**src/rtl/seg7_scan_to_bin.sv**
```systemverilog
// Recovers hex nibbles from a time-multiplexed 7-segment bus after a stability window.
// Define SEG7_ACTIVE_LOW_EN for common-anode panels (inputs inverted after synchronization).
module seg7_scan_to_bin #(
  parameter int DIGITS     = 4,
  parameter int STABLE_CYC = 3
) (
  input  logic                  clk,
  input  logic                  rst_n,
  input  logic [6:0]            seg_in,
  input  logic [DIGITS-1:0]     dig_en,
  output logic [4*DIGITS-1:0]   value_out,
  output logic [DIGITS-1:0]     digit_valid,
  output logic                  upd_pulse,
  output logic                  bad_pat,
  output logic                  err_multi
);

  typedef enum logic [1:0] {ST_IDLE, ST_SETTLE, ST_CAPTURED} state_t;

  localparam logic [3:0] STABLE = 4'(STABLE_CYC);

  logic [6:0]          r_seg_s1, r_seg_s2;
  logic [DIGITS-1:0]   r_dig_s1, r_dig_s2;
  logic [6:0]          w_seg;
  logic [DIGITS-1:0]   w_dig;
  logic                w_zero, w_onehot, w_multi;

  state_t              r_state, w_state_nxt;
  logic [DIGITS-1:0]   r_strobe, w_strobe_nxt;
  logic [6:0]          r_pat, w_pat_nxt;
  logic [3:0]          r_cnt, w_cnt_nxt;
  logic                r_prev_multi;
  logic                w_capture, w_err;
  logic [4:0]          w_dec;

  logic [4*DIGITS-1:0] r_value;
  logic [DIGITS-1:0]   r_valid;
  logic                r_upd, r_bad, r_err;

  // NOTE: every clocked register uses <= so all flops see pre-edge values, regardless of statement order.
  always_ff @(posedge clk or negedge rst_n) begin
    if (!rst_n) begin
      r_seg_s1 <= '0;
      r_seg_s2 <= '0;
      r_dig_s1 <= '0;
      r_dig_s2 <= '0;
    end else begin
      r_seg_s1 <= seg_in;
      r_seg_s2 <= r_seg_s1;
      r_dig_s1 <= dig_en;
      r_dig_s2 <= r_dig_s1;
    end
  end

`ifdef SEG7_ACTIVE_LOW_EN
  assign w_seg = ~r_seg_s2;
  assign w_dig = ~r_dig_s2;
`else
  assign w_seg = r_seg_s2;
  assign w_dig = r_dig_s2;
`endif

  assign w_zero   = (w_dig == '0);
  assign w_onehot = !w_zero && ((w_dig & (w_dig - DIGITS'(1))) == '0);
  assign w_multi  = !w_zero && !w_onehot;

  // Returns {known, nibble}; blank and unknown patterns both report known=0.
  function automatic logic [4:0] decode(input logic [6:0] pat);
    case (pat)
      7'h3F: return 5'h10;
      7'h06: return 5'h11;
      7'h5B: return 5'h12;
      7'h4F: return 5'h13;
      7'h66: return 5'h14;
      7'h6D: return 5'h15;
      7'h7D: return 5'h16;
      7'h07: return 5'h17;
      7'h7F: return 5'h18;
      7'h6F: return 5'h19;
      7'h77: return 5'h1A;
      7'h7C: return 5'h1B;
      7'h39: return 5'h1C;
      7'h5E: return 5'h1D;
      7'h79: return 5'h1E;
      7'h71: return 5'h1F;
      default: return 5'h00;
    endcase
  endfunction

  assign w_dec = decode(w_seg);

  // NOTE: defaults first so every path assigns every signal and no latch is inferred.
  always_comb begin
    w_state_nxt  = r_state;
    w_strobe_nxt = r_strobe;
    w_pat_nxt    = r_pat;
    w_cnt_nxt    = r_cnt;
    w_capture    = 1'b0;
    w_err        = 1'b0;
    if (r_state == ST_IDLE || w_dig != r_strobe || w_seg != r_pat) begin
      if (w_onehot) begin
        w_strobe_nxt = w_dig;
        w_pat_nxt    = w_seg;
        w_cnt_nxt    = 4'd1;
        if (STABLE == 4'd1) begin
          w_capture   = 1'b1;
          w_state_nxt = ST_CAPTURED;
        end else begin
          w_state_nxt = ST_SETTLE;
        end
      end else begin
        w_state_nxt = ST_IDLE;
        w_cnt_nxt   = '0;
        // Flag only the first multi-hot sample of a run, not every cycle it persists.
        w_err       = w_multi && !r_prev_multi;
      end
    end else if (r_state == ST_SETTLE) begin
      if (r_cnt < STABLE) w_cnt_nxt = r_cnt + 4'd1;
      if (w_cnt_nxt == STABLE) begin
        w_capture   = 1'b1;
        w_state_nxt = ST_CAPTURED;
      end
    end
  end

  always_ff @(posedge clk or negedge rst_n) begin
    if (!rst_n) begin
      r_state      <= ST_IDLE;
      r_strobe     <= '0;
      r_pat        <= '0;
      r_cnt        <= '0;
      r_prev_multi <= 1'b0;
      r_value      <= '0;
      r_valid      <= '0;
      r_upd        <= 1'b0;
      r_bad        <= 1'b0;
      r_err        <= 1'b0;
    end else begin
      r_state      <= w_state_nxt;
      r_strobe     <= w_strobe_nxt;
      r_pat        <= w_pat_nxt;
      r_cnt        <= w_cnt_nxt;
      r_prev_multi <= w_multi;
      r_upd        <= w_capture;
      r_bad        <= w_capture && !w_dec[4] && (w_seg != 7'h00);
      r_err        <= w_err;
      // Blank or unknown keeps the old nibble and only drops the valid flag.
      for (int k = 0; k < DIGITS; k++) begin
        if (w_capture && w_dig[k]) begin
          if (w_dec[4]) begin
            r_value[4*k +: 4] <= w_dec[3:0];
            r_valid[k]        <= 1'b1;
          end else begin
            r_valid[k]        <= 1'b0;
          end
        end
      end
    end
  end

  assign value_out   = r_value;
  assign digit_valid = r_valid;
  assign upd_pulse   = r_upd;
  assign bad_pat     = r_bad;
  assign err_multi   = r_err;

endmodule

```
**config.mk**
```make
export PLATFORM = sky130hd
export DESIGN_NAME = seg7_scan_to_bin
export DESIGN_NICKNAME = d
export VERILOG_FILES = /design/src/rtl/seg7_scan_to_bin.sv
export SDC_FILE = /design/constraint.sdc
export NUM_CORES = 1
export LEC_CHECK = 0
export ABC_AREA = 1
export BUFFER_PORTS_ARGS = -buffer_cell sky130_fd_sc_hd__buf_2
export CORE_MARGIN = 4
export CORE_UTILIZATION = 55
export DETAILED_ROUTE_END_ITERATION = 16
export HOLD_SLACK_MARGIN = 0.12
export PLACE_DENSITY = 0.76
export SYNTH_ARGS = -nofsm -noshare
export SYNTH_HDL_FRONTEND = slang
export SYNTH_SLANG_ARGS = --single-unit
```
**constraint.sdc**
```tcl
create_clock -name clk -period 4.7 [get_ports clk]
set_input_delay 0.47 -clock clk [delete_from_list [all_inputs] [get_ports clk]]
set_output_delay 0.47 -clock clk [all_outputs]
set_load 0.01 [all_outputs]
```
==> results of run 1 <==
==> power by group through the flow <==
stage | clock network (mW) | registers [mW] | logic (mW)
after floorplan | 0 | 0.597 | 0.0844
after global placement | 0 | 0.600 | 0.112
after detailed placement | 0 | 0.601 | 0.115
after CTS | 0.483 | 0.591 | 0.116
after global routing | 0.507 | 0.596 | 0.137
final | 0.470 | 0.591 | 0.115
==> flip-flops by register name, indices dropped and copies added (netlist names) <==
name,flops
r_dig_s2,4
r_cnt,4
err_multi,1
r_seg_s1,7
upd_pulse,1
r_pat,7
r_seg_s2,7
r_prev_multi,1
r_dig_s1,4
r_state,2
value_out,16
digit_valid,4
bad_pat,1
r_strobe,4
==> cells by family (layout without fill, tap and decap cells) <==
family                   Yosys count  count (layout)  share of synthesized area [%]
AND/OR/NAND/NOR                  219             219                          34.38
flip-flops                        63              63                          55.12
buffers and inverters             41              90                          6.037
AO/OA/AOI/OAI                     21              21                          4.024
adder cells (fa/ha/maj)            1               1                         0.4374
==> stage by stage <==
stage,std cells,hold WS [ns]
CTS,461,0.1968
global route,461,0.2022
detailed placement,445,0.3347
finish,461,0.2221
global placement,445,0.3316
floorplan,345,0.1744
==> worst max path at each step <==
stage / start / endpoint / slack (ns) / cells after the start
after floorplan: r_cnt[0] / value_out[2] / 3.05 / 11
after global placement: r_cnt[0] / value_out[14] / 2.94 / 11
after global routing: r_cnt[0] / value_out[2] / 2.67 / 11
after CTS: r_cnt[0] / value_out[2] / 2.82 / 11
after detailed placement: r_cnt[0] / value_out[2] / 2.85 / 11
final: r_cnt[0] / value_out[2] / 2.82 / 11
==> critical path, cell delays in order (launching register included) <==
cell	delay, ns
dfrtp_1	0.41
ha_1	0.21
inv_1	0.09
nand2_1	0.08
nand2_1	0.08
nand3_1	0.11
nor2_4	0.16
nand3_4	0.19
nor2_4	0.19
nand2_2	0.11
nand2_1	0.08
nand2_1	0.05
==> synthesized netlist by cell type, drive strengths merged <==
library cell	n
nand3	22
nor3	5
o211ai	2
a21oi	2
dfrtp	63
o21a	1
ha	1
nor2	43
nand4	7
o31ai	1
buf	3
inv	38
nand2	142
o21ai	15
==> per-layer routing <==
metal | vias up | global-route usage (%) | routed length (um) | part of all wire, %
met5 | - | 0 | 0 | 0
met4 | 0 | 9.797 | 82 | 1.4
met3 | 8 | 6.726 | 332 | 5.7
met2 | 61 | 33.36 | 2786 | 48
met1 | 1028 | 27.68 | 2623 | 45
li1 | 1171 | - | - | -
==> cell type report <==
class	count	share of cell area, %
sequential	63	47.85
tap	67	2.545
clock buffer	11	4.292
multi-input combinational	241	33.73
inverter	38	4.330
timing repair buffer	36	5.545
clock inverter	5	1.709
==> out/summary.txt, run 1 <==
Die H - 80.12 um
period utilisation layout - 39.94%
CTS Buffer Depth - 2
Slew @ Worst Pin - 0.7765 ns
WP data required - 4.93 ns
HP Start - seg_in[6]
DRC viols - 0
CTS tree - done
routed vias - 2,268
first drt pass iteration count - 4
Yosys cell types - 21
Post-Route WL - 5824 um
CTS hold repair buffers - 0
Pleak - 1.863 nW
Final Util - 67.51%
Initial DRC Count - 140
Multi-input gate area - 1111 um^2
post-synth top area cell - dfrtp_1
CTS Buf Count - 9
final hold vios - 0
hold crit path type - in2reg
final setup TNS - 0 ns
core region area - 4880 um^2
first-pass GRT wire length - 10,380 um
Antenna Cells - 0
sequential area share after synthesis - 55.12%
Sequential Power Share - 50.3%
Pins Over Slew Limit - 0
Routability Congestion - 0.8678
GRT Total Usage - 21.54%
Root Driver - clkbuf_8
H-tree Lvls - 3
r2r startpoint - r_cnt[0]
GRT overflow - 0
clock skew - 0.01151 ns
PnR worst setup slack - 2.823 ns
I/O pins - 36
critical path class - reg2reg
Via density - 4.920
Max-slew headroom - 48.24%
ANT nets after route - 0
ranking of synthesized cells by area - dfrtp_1, nand2_1, inv_1
initial antenna violation count - 0
die area - 6418 um^2
Row Count - 25
clk sinks - 63
gate count after technology mapping - 345
Critical Path End Type - flop
clock latency on the worst-skew pair - 0.35 ns
post-cts gate resize count - 0
CP max FO - 9
maximum vdd drop - 0.2645 mV
post-synth top area share - 55.12%
# nets final - 403
worst r2r dst - value_out[2]
status - finished, final reports clean
commonest cells after routing, fill and taps aside - nand2_1, dfrtp_1, buf_2
fin area - 3294 um^2
Logic pwr share - 9.8%
Worst R2R Setup Slack - 2.82 ns
switch share - 26.37%
fillers - 419
Hold Crit Depth - 1
ratio of cells with drive above 1 in the final layout - 19.29%
CP startpoint kind - flop
Clock transition at path regs - 0.07 ns
total power - 1.176 mW
post-synthesis average cell area - 8.291 um^2
minimum clock period - 1.877 ns
Yosys Warn Count - 0
Int Pwr - 0.8656 mW
flip-flop and latch count after synthesis - 63
worst slack, placed - 2.849 ns
commonest non-fill, non-tap cell in the layout - nand2_1
syn nets - 359
clock share of power - 39.9%
Setup violations, final - 0
chip width - 80.12 um
unrepaired setup endpoints after global routing - false
mean routed wirelength per cell - 12.63 um
Net Sw Power - 0.3100 mW
starting density of the core - 58.62%
largest net degree at the start of global routing - 64
number of global-route vias before repair - 2,263
FF-to-FF path depth - 11
Critical Path AT - 2.11 ns
total area of sequential cells - 1577 um^2
Mapped Area - 2860 um^2
Max Cap Violations - 0
FMAX - 532.7 MHz
setup bufs post-CTS - 0
HPWL reported at the end of detailed placement - 4135 um
# port buffers - 35
Hold EP - r_seg_s1[6]
PD cells - 356.9 nW/um^2
Syn-to-layout area delta - 15.18%
dpl cell area - 3097 um^2
(Power assumes the default switching activity.)
==> inputs of run 2 (changes only) <==
--- a/config.mk
+++ b/config.mk
@@ -5,13 +5,13 @@
 export SDC_FILE = /design/constraint.sdc
 export NUM_CORES = 1
 export LEC_CHECK = 0
-export ABC_AREA = 1
+export ABC_AREA = 0
 export BUFFER_PORTS_ARGS = -buffer_cell sky130_fd_sc_hd__buf_2
 export CORE_MARGIN = 4
-export CORE_UTILIZATION = 55
+export CORE_UTILIZATION = 51
 export DETAILED_ROUTE_END_ITERATION = 16
 export HOLD_SLACK_MARGIN = 0.12
-export PLACE_DENSITY = 0.76
+export PLACE_DENSITY = 0.75
 export SYNTH_ARGS = -nofsm -noshare
 export SYNTH_HDL_FRONTEND = slang
 export SYNTH_SLANG_ARGS = --single-unit
==> constraint.sdc (replaced) <==
create_clock -name clk -period 1.7 [get_ports clk]
set_input_delay 0.17 -clock clk [delete_from_list [all_inputs] [get_ports clk]]
set_output_delay 0.17 -clock clk [all_outputs]
set_load 0.01 [all_outputs]
==> run 2 against run 1 <==
Critical endpoint is now value_out[13]. The run now ends with negative setup slack left. Area after synthesis down 5.2%. Highest routed layer unchanged. Critical path type unchanged. Sequential cell count unchanged. Largest cell class unchanged. Sequential share of layout area down 9.9 points.
==> out/summary.txt, run 2 <==
met3 WL - 414 um (+25%)
Yosys Warn Count - 0 (unchanged)
post-synthesis average cell area - 12.10 um^2 (+46%)
ranking of synthesized cells by area - dfrtp_1, xnor2_1, mux2_2
PD cells - 804.8 nW/um^2 (+130%)
commonest cells after routing, fill and taps aside - dfrtp_1, buf_4, buf_2
WP data required - 1.96 ns (-2.97 ns)
period utilisation layout - 133.5% (+94 points)
Root Driver - clkbuf_8
initial antenna violation count - 0 (unchanged)
Pins Over Slew Limit - 0 (unchanged)
first-pass GRT wire length - 11,320 um (+9.1%)
Pleak - 1.991 nW (+6.9%)
Max-slew headroom - 55.45% (+7.2 points)
Worst R2R Setup Slack - -0.57 ns (-3.39 ns)
flip-flop and latch count after synthesis - 63 (unchanged)
Mapped Area - 2710 um^2 (-5.2%)
Metal-1 WL - 3093 um (+18%)
crit-path cells - ha_1 -> or3b_4 -> a21o_1 -> nor4_4 -> buf_6 -> buf_12 -> buf_12 -> o311ai_2 -> a32oi_1
Die H - 80.90 um (+0.97%)
gate count after technology mapping - 224 (-35%)
Post-synth EDFFs - 0 (unchanged)
largest net degree at the start of global routing - 64 (unchanged)
CP delay by family, top - compound AO/OA/AOI/OAI gates
GRT overflow - 0 (unchanged)
Post-Route WL - 7671 um (+32%)
I/O pins - 36 (unchanged)
DRC viols - 0 (unchanged)
FF-to-FF path depth - 9 (-2)
minimum clock period - 2.270 ns (+0.3923 ns)
Hold WS - 0.3328 ns (+0.1107 ns)
final hold vios - 0 (unchanged)
critical path class - reg2reg
ratio of cells with drive above 1 in the final layout - 53.30% (+34 points)
non-filler cells, final - 419 (-9.1%)
fillers - 292 (-30%)
Crit path largest cell delay - 0.39 ns (-0.02 ns)
cell at the slowest stage of the critical path - dfrtp_1
clock skew - 0.01877 ns (+0.007260 ns)
starting density of the core - 52.73% (-5.9 points)
unrepaired setup endpoints after global routing - true
# nets final - 358 (-11%)
die area - 6544 um^2 (+2.0%)
HPWL reported at the end of detailed placement - 4142 um (+0.17%)
CP startpoint kind - flop
Placed Cells - 371 (-17%)
core region area - 5140 um^2 (+5.3%)
synth cell count leaders - dfrtp_1, xnor2_1, nand2_1
hold crit path type - in2async
GRT Total Usage - 23.41% (+1.9 points)
Top Metal Used - met4
# port buffers - 35 (unchanged)
CP max FO - 6 (-3)
clk sinks - 63 (unchanged)
Antenna Cells - 0 (unchanged)
FMAX - 440.6 MHz (-17%)
mean routed wirelength per cell - 18.31 um (+45%)
post-synth top area cell - dfrtp_1
number of global-route vias before repair - 2,293 (+1.3%)
CTS Buffer Depth - 2 (unchanged)
r2r startpoint - r_cnt[1]
PnR worst setup slack - -0.5696 ns (-3.392 ns)
max FFs per register - 16 (unchanged)
routed vias - 2,368 (+4.4%)
status - finished, violations left
met2 WL post-DR - 3891 um (+40%)
CP most frequent cell - buf_12
Clock transition at path regs - 0.09 ns (+0.02 ns)
maximum vdd drop - 0.7275 mV (+180%)
ys flop type - dfrtp_1
Syn-to-layout area delta - 53.60%
CTS Buf Count - 9 (unchanged)
H-tree Lvls - 3 (unchanged)
worst r2r dst - value_out[13]
ys async rst share - 100.0% (unchanged)
Slew @ Worst Pin - 0.6642 ns (-0.1123 ns)
cell with the most instances after synthesis - dfrtp_1
Initial DRC Count - 152 (+8.6%)
Yosys cell types - 53 (+150%)
clock latency on the worst-skew pair - 0.36 ns (about the same)
first drt pass iteration count - 4 (unchanged)
Max Cap Violations - 0 (unchanged)
Row Count - 26 (+4.0%)
failing checks - negative setup slack
Critical Path End Type - flop
Via density - 5.652 (+15%)
CP Buf/Inv Count - 3 (+2)
syn nets - 238 (-34%)
ANT nets after route - 0 (unchanged)
sequential area share after synthesis - 58.17% (+3.1 points)
Setup violations, final - 39 (+39)
chip width - 80.90 um (+0.97%)
Critical Path AT - 2.53 ns (+0.42 ns)
post-synth top area share - 58.17% (+3.1 points)
Routability Congestion - 0.8970 (+3.4%)
CTS tree - done
==> run 2: kinds of logic after synthesis <==
family | after synthesis | synth area share [%]
flops | 63 | 58.17
compound gates | 57 | 16.99
simple gates | 54 | 11.73
buf+inv | 25 | 4.063
xor+xnor | 14 | 4.525
mux | 9 | 3.694
fa+ha+maj | 2 | 0.8310
==> run 2: report_power, final <==
group	switching, mW	leakage (nW)	internal (mW)
logic	0.234	1.11	0.289
registers	0.0770	0.797	1.58
clock network	0.640	0.0812	0.527
total	0.951	1.99	2.40
==> run 2: what timing repair did <==
item | CTS | global route
buffers inserted | 11 | 9
gates resized for setup | 47 | 20
hold endpoints to repair | 74 | 0
hold buffers | 12 | 0
pin swaps | 12 | 10
gates cloned | 0 | 1
endpoints found under the setup margin | 39 | 39
==> run 2: area by class of cell <==
class | count | area [um^2] | area share, %
clock inverter | 7 | 50.05 | 1.202
tap | 70 | 87.58 | 2.104
clock buffer | 9 | 123.9 | 2.976
multi-input combinational | 136 | 1290 | 30.99
inverter | 9 | 33.78 | 0.8115
sequential | 63 | 1580 | 37.96
timing repair buffer | 125 | 997.2 | 23.96
==> run 2: metrics by stage <==
step	setup slack [ns]	util, %	setup TNS [ns]	total power, mW	cell area, um^2
3_5_place_dp	-0.5658	65.80	-13.06	2.061	3382
5_1_grt	-0.7039	80.99	-15.75	3.493	4163
2_1_floorplan	-0.4807	-	-7.793	1.877	2735
3_3_place_gp	-0.5669	65.80	-12.15	2.048	3382
4_1_cts	-0.5232	76.95	-10.03	3.306	3955
6_report	-0.5696	80.99	-12.63	3.350	4163
==> run 2: worst max path at each step <==
stage,from,end,cells after the start
2_1_floorplan,r_cnt[0],value_out[12],6
3_3_place_gp,r_seg_s2[3],value_out[12],6
3_5_place_dp,r_seg_s2[3],value_out[12],8
4_1_cts,r_cnt[1],value_out[12],8
5_1_grt,r_cnt[0],value_out[13],9
6_report,r_cnt[1],value_out[13],9
==> run 2: routing by layer <==
layer  vias up  global-route usage, %
met1      1186                  31.04
met3        21                  5.100
met2        81                  36.54
met5         -                      0
li1       1080                      -
met4         0                  11.32
==> run 2: worst min-delay path, cell delays in order <==
cell and delay (ns):
dlygate4sd3_1 0.52, buf_2 0.13, buf_12 0.28
